<file path="config.mk">
export PLATFORM = sky130hd
export DESIGN_NAME = uart_rx_flat
export DESIGN_NICKNAME = d
export VERILOG_FILES = /design/src/rtl/uart_pkg.sv /design/src/rtl/uart_rx_if.sv /design/src/rtl/uart_sync.sv /design/src/rtl/uart_rx.sv /design/src/flat_wrapper.sv
export SDC_FILE = /design/constraint.sdc
export NUM_CORES = 1
export LEC_CHECK = 0
export ABC_AREA = 1
export BUFFER_PORTS_ARGS = -buffer_cell sky130_fd_sc_hd__buf_4
export CORE_ASPECT_RATIO = 0.7
export CORE_MARGIN = 2
export CORE_UTILIZATION = 40
export CTS_CLUSTER_DIAMETER = 40
export DETAILED_ROUTE_END_ITERATION = 10
export PLACE_DENSITY_LB_ADDON = 0.2
export SLEW_MARGIN = 20
export SYNTH_ARGS = -nofsm -noshare
export SYNTH_HDL_FRONTEND = slang
export SYNTH_SLANG_ARGS = --single-unit
export TNS_END_PERCENT = 50
</file>
<file path="constraint.sdc">
create_clock -name clk -period 3.98 [get_ports clk]
set_clock_uncertainty 0.1 [all_clocks]
set_input_delay 0.199 -clock clk [delete_from_list [all_inputs] [get_ports clk]]
set_output_delay 0.199 -clock clk [all_outputs]
set_load 0.1 [all_outputs]
</file>
<file path="src/rtl/uart_pkg.sv">
// uart_pkg: constants and types shared by the UART receiver and the future
// transmitter.
//   - State encoding for the receive FSM (3 bits).
//   - Default bit period in clocks (50 MHz / 115200 baud).
//   - Frame shape: 8 data bits, 1 stop bit.
//   - half_bit(): start-bit confirmation point in clocks.
package uart_pkg;

  localparam int CLKS_PER_BIT_DEFAULT = 434;
  localparam int DATA_BITS            = 8;
  localparam int STOP_BITS            = 1;

  typedef logic [2:0] state_t;

  localparam state_t IDLE       = 3'd0;
  localparam state_t START      = 3'd1;
  localparam state_t DATA       = 3'd2;
  localparam state_t STOP       = 3'd3;
  localparam state_t BREAK_WAIT = 3'd4;

  // Counter value at which the start bit is re-checked (middle of the bit).
  function automatic int half_bit(input int clks_per_bit);
    return (clks_per_bit - 1) / 2;
  endfunction

endpackage

</file>
<file path="src/rtl/uart_rx_if.sv">
// uart_rx_if: serial line in, received byte stream out.
//   rx        - serial line, idle high
//   data      - last correctly framed byte
//   rdy       - one-cycle strobe, data just updated
//   frame_err - one-cycle strobe, stop bit sampled low
//   busy      - receiver is inside a frame
// master: the receiver. slave: line driver / byte consumer (FIFO).
interface uart_rx_if;
  logic       rx;
  logic [7:0] data;
  logic       rdy;
  logic       frame_err;
  logic       busy;

  modport master (input rx, output data, output rdy, output frame_err, output busy);
  modport slave  (output rx, input data, input rdy, input frame_err, input busy);
endinterface

</file>
<file path="src/rtl/uart_sync.sv">
// uart_sync: two-flop synchronizer for one asynchronous input.
//   clk     - destination clock
//   rst     - synchronous active-high reset, loads RESET_VAL into both flops
//   async_i - asynchronous input
//   sync_o  - synchronized output, two clocks of latency
module uart_sync #(
  parameter logic RESET_VAL = 1'b1
) (
  input  logic clk,
  input  logic rst,
  input  logic async_i,
  output logic sync_o
);

  logic meta_q;
  logic sync_q;

  always_ff @(posedge clk) begin
    if (rst) begin
      meta_q <= RESET_VAL;
      sync_q <= RESET_VAL;
    end else begin
      meta_q <= async_i;
      sync_q <= meta_q;
    end
  end

  assign sync_o = sync_q;

endmodule

</file>
<file path="src/rtl/uart_rx.sv">
// uart_rx: 8N1 UART receiver, LSB first, line idle high.
//   clk  - system clock
//   rst  - synchronous active-high reset
//   bus  - uart_rx_if.master: rx in; data, rdy, frame_err, busy out
// Each bit is sampled at its midpoint by a clock-cycle counter. A start bit
// that is gone at its midpoint is treated as a glitch. A low stop bit raises
// frame_err and parks the FSM until the line returns high, so a held-low
// break produces a single error instead of a stream of frames.
module uart_rx
  import uart_pkg::*;
#(
  parameter int CLKS_PER_BIT = CLKS_PER_BIT_DEFAULT,
  parameter int CNT_W        = 16
) (
  input logic       clk,
  input logic       rst,
  uart_rx_if.master bus
);

  localparam logic [CNT_W-1:0] LAST_CNT = CNT_W'(CLKS_PER_BIT - 1);
  localparam logic [CNT_W-1:0] HALF_CNT = CNT_W'(half_bit(CLKS_PER_BIT));
  localparam logic [2:0]       LAST_BIT = 3'(DATA_BITS - 1);

  logic             rx_s;
  state_t           state_q,     state_d;
  logic [CNT_W-1:0] clk_cnt_q,   clk_cnt_d;
  logic [2:0]       bit_idx_q,   bit_idx_d;
  logic [7:0]       shift_q,     shift_d;
  logic [7:0]       data_q,      data_d;
  logic             rdy_q,       rdy_d;
  logic             frame_err_q, frame_err_d;

  uart_sync #(.RESET_VAL(1'b1)) u_sync (
    .clk     (clk),
    .rst     (rst),
    .async_i (bus.rx),
    .sync_o  (rx_s)
  );

  always_comb begin
    state_d     = state_q;
    clk_cnt_d   = clk_cnt_q;
    bit_idx_d   = bit_idx_q;
    shift_d     = shift_q;
    data_d      = data_q;
    rdy_d       = 1'b0;
    frame_err_d = 1'b0;

    case (state_q)
      IDLE: begin
        clk_cnt_d = '0;
        bit_idx_d = '0;
        if (!rx_s) state_d = START;
      end
      START: begin
        if (clk_cnt_q == HALF_CNT) begin
          // From here on the counter is phased to bit midpoints.
          clk_cnt_d = '0;
          state_d   = rx_s ? IDLE : DATA;
        end else begin
          clk_cnt_d = clk_cnt_q + 1'b1;
        end
      end
      DATA: begin
        if (clk_cnt_q == LAST_CNT) begin
          clk_cnt_d = '0;
          shift_d   = {rx_s, shift_q[7:1]};
          bit_idx_d = bit_idx_q + 1'b1;   // wraps to 0 after the last bit
          if (bit_idx_q == LAST_BIT) state_d = STOP;
        end else begin
          clk_cnt_d = clk_cnt_q + 1'b1;
        end
      end
      STOP: begin
        if (clk_cnt_q == LAST_CNT) begin
          // Leaving at mid-stop gives half a bit to catch a back-to-back start.
          clk_cnt_d = '0;
          if (rx_s) begin
            data_d  = shift_q;
            rdy_d   = 1'b1;
            state_d = IDLE;
          end else begin
            frame_err_d = 1'b1;
            state_d     = BREAK_WAIT;
          end
        end else begin
          clk_cnt_d = clk_cnt_q + 1'b1;
        end
      end
      BREAK_WAIT: begin
        if (rx_s) state_d = IDLE;
      end
      default: state_d = IDLE;
    endcase
  end

  always_ff @(posedge clk) begin
    if (rst) begin
      state_q     <= IDLE;
      clk_cnt_q   <= '0;
      bit_idx_q   <= '0;
      shift_q     <= 8'h00;
      data_q      <= 8'h00;
      rdy_q       <= 1'b0;
      frame_err_q <= 1'b0;
    end else begin
      state_q     <= state_d;
      clk_cnt_q   <= clk_cnt_d;
      bit_idx_q   <= bit_idx_d;
      shift_q     <= shift_d;
      data_q      <= data_d;
      rdy_q       <= rdy_d;
      frame_err_q <= frame_err_d;
    end
  end

  assign bus.data      = data_q;
  assign bus.rdy       = rdy_q;
  assign bus.frame_err = frame_err_q;
  assign bus.busy      = (state_q != IDLE);

endmodule
</file>
<file path="src/flat_wrapper.sv">
// flat-port wrapper written by rule: the top's interface ports become plain ports
module uart_rx_flat import uart_pkg::*;
#(
  parameter int CLKS_PER_BIT = CLKS_PER_BIT_DEFAULT,
  parameter int CNT_W        = 16
)
  (clk, rst, bus_rx, bus_data, bus_rdy, bus_frame_err, bus_busy);
  uart_rx_if bus_i ();
  input logic clk;
  input logic rst;
  input wire logic [$bits(bus_i.rx)-1:0] bus_rx;
  output wire logic [$bits(bus_i.data)-1:0] bus_data;
  output wire logic [$bits(bus_i.rdy)-1:0] bus_rdy;
  output wire logic [$bits(bus_i.frame_err)-1:0] bus_frame_err;
  output wire logic [$bits(bus_i.busy)-1:0] bus_busy;
  assign bus_i.rx = bus_rx;
  assign bus_data = bus_i.data;
  assign bus_rdy = bus_i.rdy;
  assign bus_frame_err = bus_i.frame_err;
  assign bus_busy = bus_i.busy;
  uart_rx #(.CLKS_PER_BIT(CLKS_PER_BIT), .CNT_W(CNT_W)) u_core (.clk(clk), .rst(rst), .bus(bus_i));
endmodule
</file>
==> results of run 1 <==
[Yosys cell counts]
cell type / number / share of area
nor3_1: 5 / 0.012
ha_1: 5 / 0.030
nor2_1: 69 / 0.12
clkinv_1: 3 / 0.0053
or2_2: 2 / 0.0059
clkinv_2: 1 / 0.0024
nor3_2: 1 / 0.0048
dfxtp_1: 42 / 0.40
nand2_2: 6 / 0.018
buf_2: 3 / 0.0071
buf_6: 1 / 0.0053
nand2_1: 77 / 0.14
o211ai_1: 1 / 0.0036
o21ai_0: 15 / 0.036
buf_4: 1 / 0.0036
nor2_4: 1 / 0.0053
nand4_1: 7 / 0.021
nand3_1: 24 / 0.057
xor2_1: 5 / 0.021
a21oi_1: 13 / 0.031
inv_1: 33 / 0.059
nor2_2: 3 / 0.0089
clkbuf_1: 3 / 0.0053
[critical path: cells and delay by family (launching register included)]
| family | cells | cell delay, ps |
|---|---|---|
| flip-flops | 1 | 670 |
| AND/OR/NAND/NOR | 6 | 830 |
| buffers and inverters | 1 | 440 |
[what timing repair did]
| action | 4_1_cts | 5_1_grt |
|---|---|---|
| gates resized for setup | 0 | 0 |
| endpoints found under the setup margin | 0 | 0 |
| hold buffers | 1 | 0 |
| hold endpoints to repair | 1 | 0 |
[path summary, 6_finish.rpt]
check / end / slack (ps) / cells after the start
setup / recovery: u_core.bus.data[5] / 1810 / 7
hold / removal: u_core.bit_idx_q[1] / 40 / 2
setup reg to reg: u_core.bus.data[5] / 1810 / 7
hold reg to reg: u_core.u_sync.sync_o / 320 / 1
[routing by layer]
layer,vias to the layer above,share of wire,GRT usage
met5,-,0,0
met4,0,0.017,0.0692
met3,7,0.060,0.0360
met2,52,0.39,0.228
met1,834,0.53,0.255
li1,1032,-,-
[layout make-up]
cell class | instances | area [sq um] | share of cell area
clock inverter | 2 | 37.5 | 0.0158
sequential | 42 | 841 | 0.355
inverter | 37 | 140 | 0.0591
multi-input combinational | 234 | 1080 | 0.456
timing repair buffer | 14 | 108 | 0.0454
clock buffer | 6 | 72.6 | 0.0306
tap | 72 | 90.1 | 0.0380
[cells by family (layout without fill, tap and decap cells)]
logic type,after synthesis,count (layout)
AND/OR/NAND/NOR,195,195
buffers and inverters,45,59
flip-flops,42,42
AO/OA/AOI/OAI,29,29
adder cells (fa/ha/maj),5,5
XOR/XNOR,5,5
[power groups by stage]
stage	Clock, uW	Combinational (uW)	Sequential (uW)
2_1_floorplan	0	276	466
3_3_place_gp	0	337	488
3_5_place_dp	0	333	489
4_1_cts	348	334	479
5_1_grt	359	375	484
6_report	335	335	479
[registers in the layout, indices dropped and copies added, names as in the netlist]
name	flops
u_core.bit_idx_q	3
u_core.bus.data	8
u_core.bus.frame_err	1
u_core.bus.rdy	1
u_core.clk_cnt_q	16
u_core.shift_q	8
u_core.state_q	3
u_core.u_sync.meta_q	1
u_core.u_sync.sync_o	1
[through the flow]
stage	cells	cell area [sq um]	worst slack, ps	hold slack (ps)	util
2_1_floorplan	321	2110	2240	203	-
6_report	407	2370	1810	43.7	0.460
3_3_place_gp	398	2250	1840	287	0.437
5_1_grt	407	2370	1610	39.8	0.460
3_5_place_dp	398	2250	1790	287	0.437
4_1_cts	407	2370	1790	33.9	0.460
==> flow_summary.yaml, run 1 <==
grt:
  grt.overflow.total: 0
  grt_first_pass_wirelength_mm: 7.80
  grt_start_max_net_pins: 28
  grt_usage: 0.168
  antenna_violations_before_repair: 0
  grt_pass1_vias: 1631
clock_tree:
  clk_pin_slew_worst_paths_ps: 80
  worst_skew_pair_latency_ps: 290
  clock_tree.root_cell: "clkbuf_8"
  clock_tree.buffer_depth: 2
  cts_setup_buffers: 0
  cts_made_buffers: 5
  cts_num_sinks: 42
  clock_tree_from_tritoncts: "built"
  htree_levels: 2
timing:
  fin_setup_tns_ps: 0
  tightest_slew_margin_relative_to_the_limit: 0.521
  timing.fmax_ghz: 0.462
  drv_slew: 0
  finalSetupViolations: 0
  layout_min_cycle_time_ps: 2170
  tightestPinTransition_ps: 714
  rsz0062_at_grt: "no"
  final_hold_viol_count: 0
  timing.final.crit_share: 0.544
power_and_ir_drop:
  power_per_cell_area_nw_per_um2: 485
  power.share.combinational: 0.292
  sw_frac_of_total: 0.384
  totalPowerFinal_uw: 1150
  vdd_drop_max_v: 0.000214
  p_int_uw: 708
  power.clock.fraction: 0.291
  total_leakage_power_uw: 0.00107
  portion_of_total_power_attributed_to_sequential_cells: 0.417
  netSwitchingPower_uw: 441
hold_path:
  hold_path_class: "in -> reg"
  timing.hold.worst.start: "rst"
final_layout:
  layout.cells.most_common: "nand2_1"
  share_of_cells_above_drive_strength_1: 0.101
  design.final.nets: 342
  layout-area-overhead-vs-synth_pct: 12.5
  diodes_inserted: 0
  layout_common_cells: "77 x nand2_1, 69 x nor2_1, 42 x dfxtp_1, 33 x inv_1, 24 x nand3_1"
  layout.filler_cells: 521
detailed_routing:
  avgViaCountPerCell: 4.73
  antenna_violating_nets_left: 0
  post_drt_wl_per_cell_um: 11.4
  detail_route.drc_violations: 0
  drt-total-wl_mm: 4.65
  drt_iter0_drc: 138
  detailroute.via_count: 1925
  drt_pass1_iterations: 4
setup_path:
  critical_path_required_ps: 4070
  critPathLaunchType: "flop"
  critical_path.max_fanout: 17
  criticalPathCategory: "reg -> reg"
  worst_setup_path_end_kind: "flop"
  critical-path-slowest-cell: "dfxtp_1"
  crit_path_frequent_cell: "nand2_1"
  critPathMaxStageDelay_ps: 670
  timing.critical_path.from: "u_core.state_q[2]"
  rr_startpoint: "u_core.state_q[2]"
  worstPathCellList: "clkinv_1 -> nand3_1 -> nor2_2 -> nand2_2 -> nand2_1 -> nand2_1 -> nor2_1"
  critPathArrivalTime_ps: 2250
yosys:
  netlist-cell-type-count: 23
  synth_seq_cells: 42
  synthXorXnorAreaFrac: 0.0208
  synth.mux.area_fraction: 0
  synth_fa_ha_area_frac: 0.0297
  synth_simple_gate_area_share: 0.393
  synth_nets: 329
  syn_area_sq_um: 2110
  synth_area_per_cell_sq_um: 6.56
  synth-seq-area-share: 0.399
  combinational_family_with_the_most_area_after_synthesis: "simple AND/OR/NAND/NOR gates"
  postSynthCellCount: 321
  synth-compound-area-share: 0.0701
  total_of_warnings_raised_by_yosys: 0
die:
  dieArea_sq_um: 5870
  initial_utilization: 0.409
  core_area_sq_um: 5150
  rows: 22
  floorplan.die.width_um: 90.7
  io_pins: 14
  die_y_um: 64.7
placed_design:
  placement.io_buffers: 13
  gpl.final_weighted_congestion: 0.918
  detailedPlacementHpwl_mm: 3.32
job:
  cap_viol_max_count: 0
outcome:
  outcome: "complete, no violations"
No activity file was read; power rests on OpenSTA's default activity.
==> inputs of run 2 (changes only) <==
Clock period 3.98 ns to 1.8 ns, I/O delays scaled along.
==> flow_summary.yaml, run 2 (synthesized netlist as in run 1, its figures left out) <==
grt:
  grt_pass1_vias: 1700
  antenna_violations_before_repair: 0
  grt_usage: 0.170
  grt_start_max_net_pins: 21
  grt.overflow.total: 0
  grt_first_pass_wirelength_mm: 7.89
setup_path:
  critical_path_required_ps: 1890
  critPathMaxStageDelay_ps: 420
  timing.critical_path.from: "u_core.clk_cnt_q[0]"
  r2r_cells: 8
  path_depth: 8
  critical_path_buf_inv_count: 0
  critical-path-slowest-cell: "dfxtp_1"
  critPathCapture: "u_core.clk_cnt_q[4]"
  critical-path-top-delay-family: "simple AND/OR/NAND/NOR gates"
  critPathLaunchType: "flop"
  r2r_end: "u_core.clk_cnt_q[4]"
  worst_setup_path_end_kind: "flop"
  worstPathCellList: "ha_1 -> nand2_1 -> nor2_2 -> nand2_2 -> nand2_1 -> nand3_2 -> nand2_2 -> nor2_1"
  critPathArrivalTime_ps: 1770
  criticalPathCategory: "reg -> reg"
  worst_setup_slack_for_register_to_register_paths_ps: 110
  rr_startpoint: "u_core.clk_cnt_q[0]"
  critical_path.max_fanout: 7
detailed_routing:
  detail_route.drc_violations: 0
  drt_pass1_iterations: 4
  drt_iter0_drc: 128
  antenna_violating_nets_left: 0
  drt-total-wl_mm: 4.71
  post_drt_wl_per_cell_um: 11.3
  avgViaCountPerCell: 4.67
  detailroute.via_count: 1947
timing:
  timing.final.crit_share: 0.938
  tightest_slew_margin_relative_to_the_limit: 0.787
  finalSetupViolations: 0
  final_hold_viol_count: 0
  rsz0062_at_grt: "yes"
  timing.fmax_ghz: 0.593
  tightestPinTransition_ps: 318
  fin_setup_tns_ps: 0
  drv_slew: 0
  layout_min_cycle_time_ps: 1690
  final.setup.worst_slack_ps: 112
clock_tree:
  clk_pin_slew_worst_paths_ps: 80
  clock_tree.root_cell: "clkbuf_8"
  cts_setup_buffers: 0
  cts_num_sinks: 42
  clock_tree.buffer_depth: 2
  cts_made_buffers: 5
  worst_skew_pair_latency_ps: 290
  htree_levels: 2
  clock_tree_from_tritoncts: "built"
power_and_ir_drop:
  p_int_uw: 1480
  netSwitchingPower_uw: 1000
  power.clock.fraction: 0.230
  total_leakage_power_uw: 0.00113
  power.share.combinational: 0.350
  sw_frac_of_total: 0.404
  portion_of_total_power_attributed_to_sequential_cells: 0.420
  vdd_drop_max_v: 0.000389
  power_per_cell_area_nw_per_um2: 1010
hold_path:
  min_delay_path_depth: 1
  hold_path_class: "reg -> reg"
die:
  die_y_um: 64.7
  io_pins: 14
  initial_utilization: 0.409
  floorplan.die.width_um: 90.7
  rows: 22
  dieArea_sq_um: 5870
  core_area_sq_um: 5150
final_layout:
  layout.area.seq_sq_um: 842
  layout.cells.most_common: "nand2_1"
  final_non_filler_cell_area_sq_um: 2450
  share_of_cells_above_drive_strength_1: 0.139
  design.final.nets: 353
  max_flop_register: "u_core.clk_cnt_q"
  multi_input_comb_area_sq_um: 1100
  largest_reg_flops: 16
  layout-area-overhead-vs-synth_pct: 16.2
  diodes_inserted: 0
  layout_common_cells: "75 x nand2_1, 69 x nor2_1, 41 x dfxtp_1, 33 x inv_1"
  layout.filler_cells: 538
placed_design:
  detailedPlacementHpwl_mm: 3.50
  placement.io_buffers: 13
  placement.setup.worst_slack_ps: 63.6
  gpl.final_weighted_congestion: 0.909
  dpl_cell_area_sq_um: 2320
job:
  cap_viol_max_count: 0
outcome:
  outcome: "complete, no violations"
==> run 2: worst min path at each step <==
| stage | end | slack (ps) | start |
|---|---|---|---|
| 2_1_floorplan | u_core.u_sync.meta_q | 90 | bus_rx |
| 3_3_place_gp | u_core.u_sync.meta_q | 180 | bus_rx |
| 3_5_place_dp | u_core.u_sync.meta_q | 190 | bus_rx |
| 4_1_cts | u_core.u_sync.sync_o | 320 | u_core.u_sync.meta_q |
| 5_1_grt | u_core.u_sync.sync_o | 340 | u_core.u_sync.meta_q |
| 6_report | u_core.u_sync.sync_o | 320 | u_core.u_sync.meta_q |
==> run 2: power by group through the flow <==
| stage | Combinational [uW] | Sequential [uW] | Clock (uW) |
|---|---|---|---|
| floorplan | 609 | 1030 | 0 |
| global placement | 807 | 1060 | 0 |
| detailed placement | 811 | 1060 | 0 |
| CTS | 818 | 1040 | 595 |
| global route | 967 | 1050 | 627 |
| finish | 869 | 1040 | 571 |
==> run 2: metal layers <==
metal | part of all wire | vias to the layer above | GRT usage | wire, um
met1 | 0.56 | 843 | 0.257 | 2650
met4 | 0.0074 | 0 | 0.0519 | 35
met5 | 0 | - | 0 | 0
met3 | 0.051 | 4 | 0.0384 | 240
li1 | - | 1057 | - | -
met2 | 0.38 | 43 | 0.237 | 1790
==> run 2: through the flow <==
step | hold slack, ps | util | power, uW | instances
after floorplan | 93.8 | - | 1640 | 321
after detailed placement | 186 | 0.450 | 1870 | 407
after global routing | 340 | 0.475 | 2640 | 417
after CTS | 324 | 0.471 | 2450 | 417
final | 318 | 0.475 | 2480 | 417
after global placement | 176 | 0.450 | 1870 | 407
==> run 2: final cells by class <==
cell class,instances,area share
sequential,42,0.344
clock inverter,2,0.00409
tap,72,0.0368
timing repair buffer,25,0.0798
clock buffer,5,0.0281
multi-input combinational,234,0.450
inverter,37,0.0573
==> run 2: timing repair <==
action,CTS,global route
hold buffers,3,0
endpoints found under the hold margin,9,0
endpoints found under the setup margin,0,18
gates resized for setup,0,6
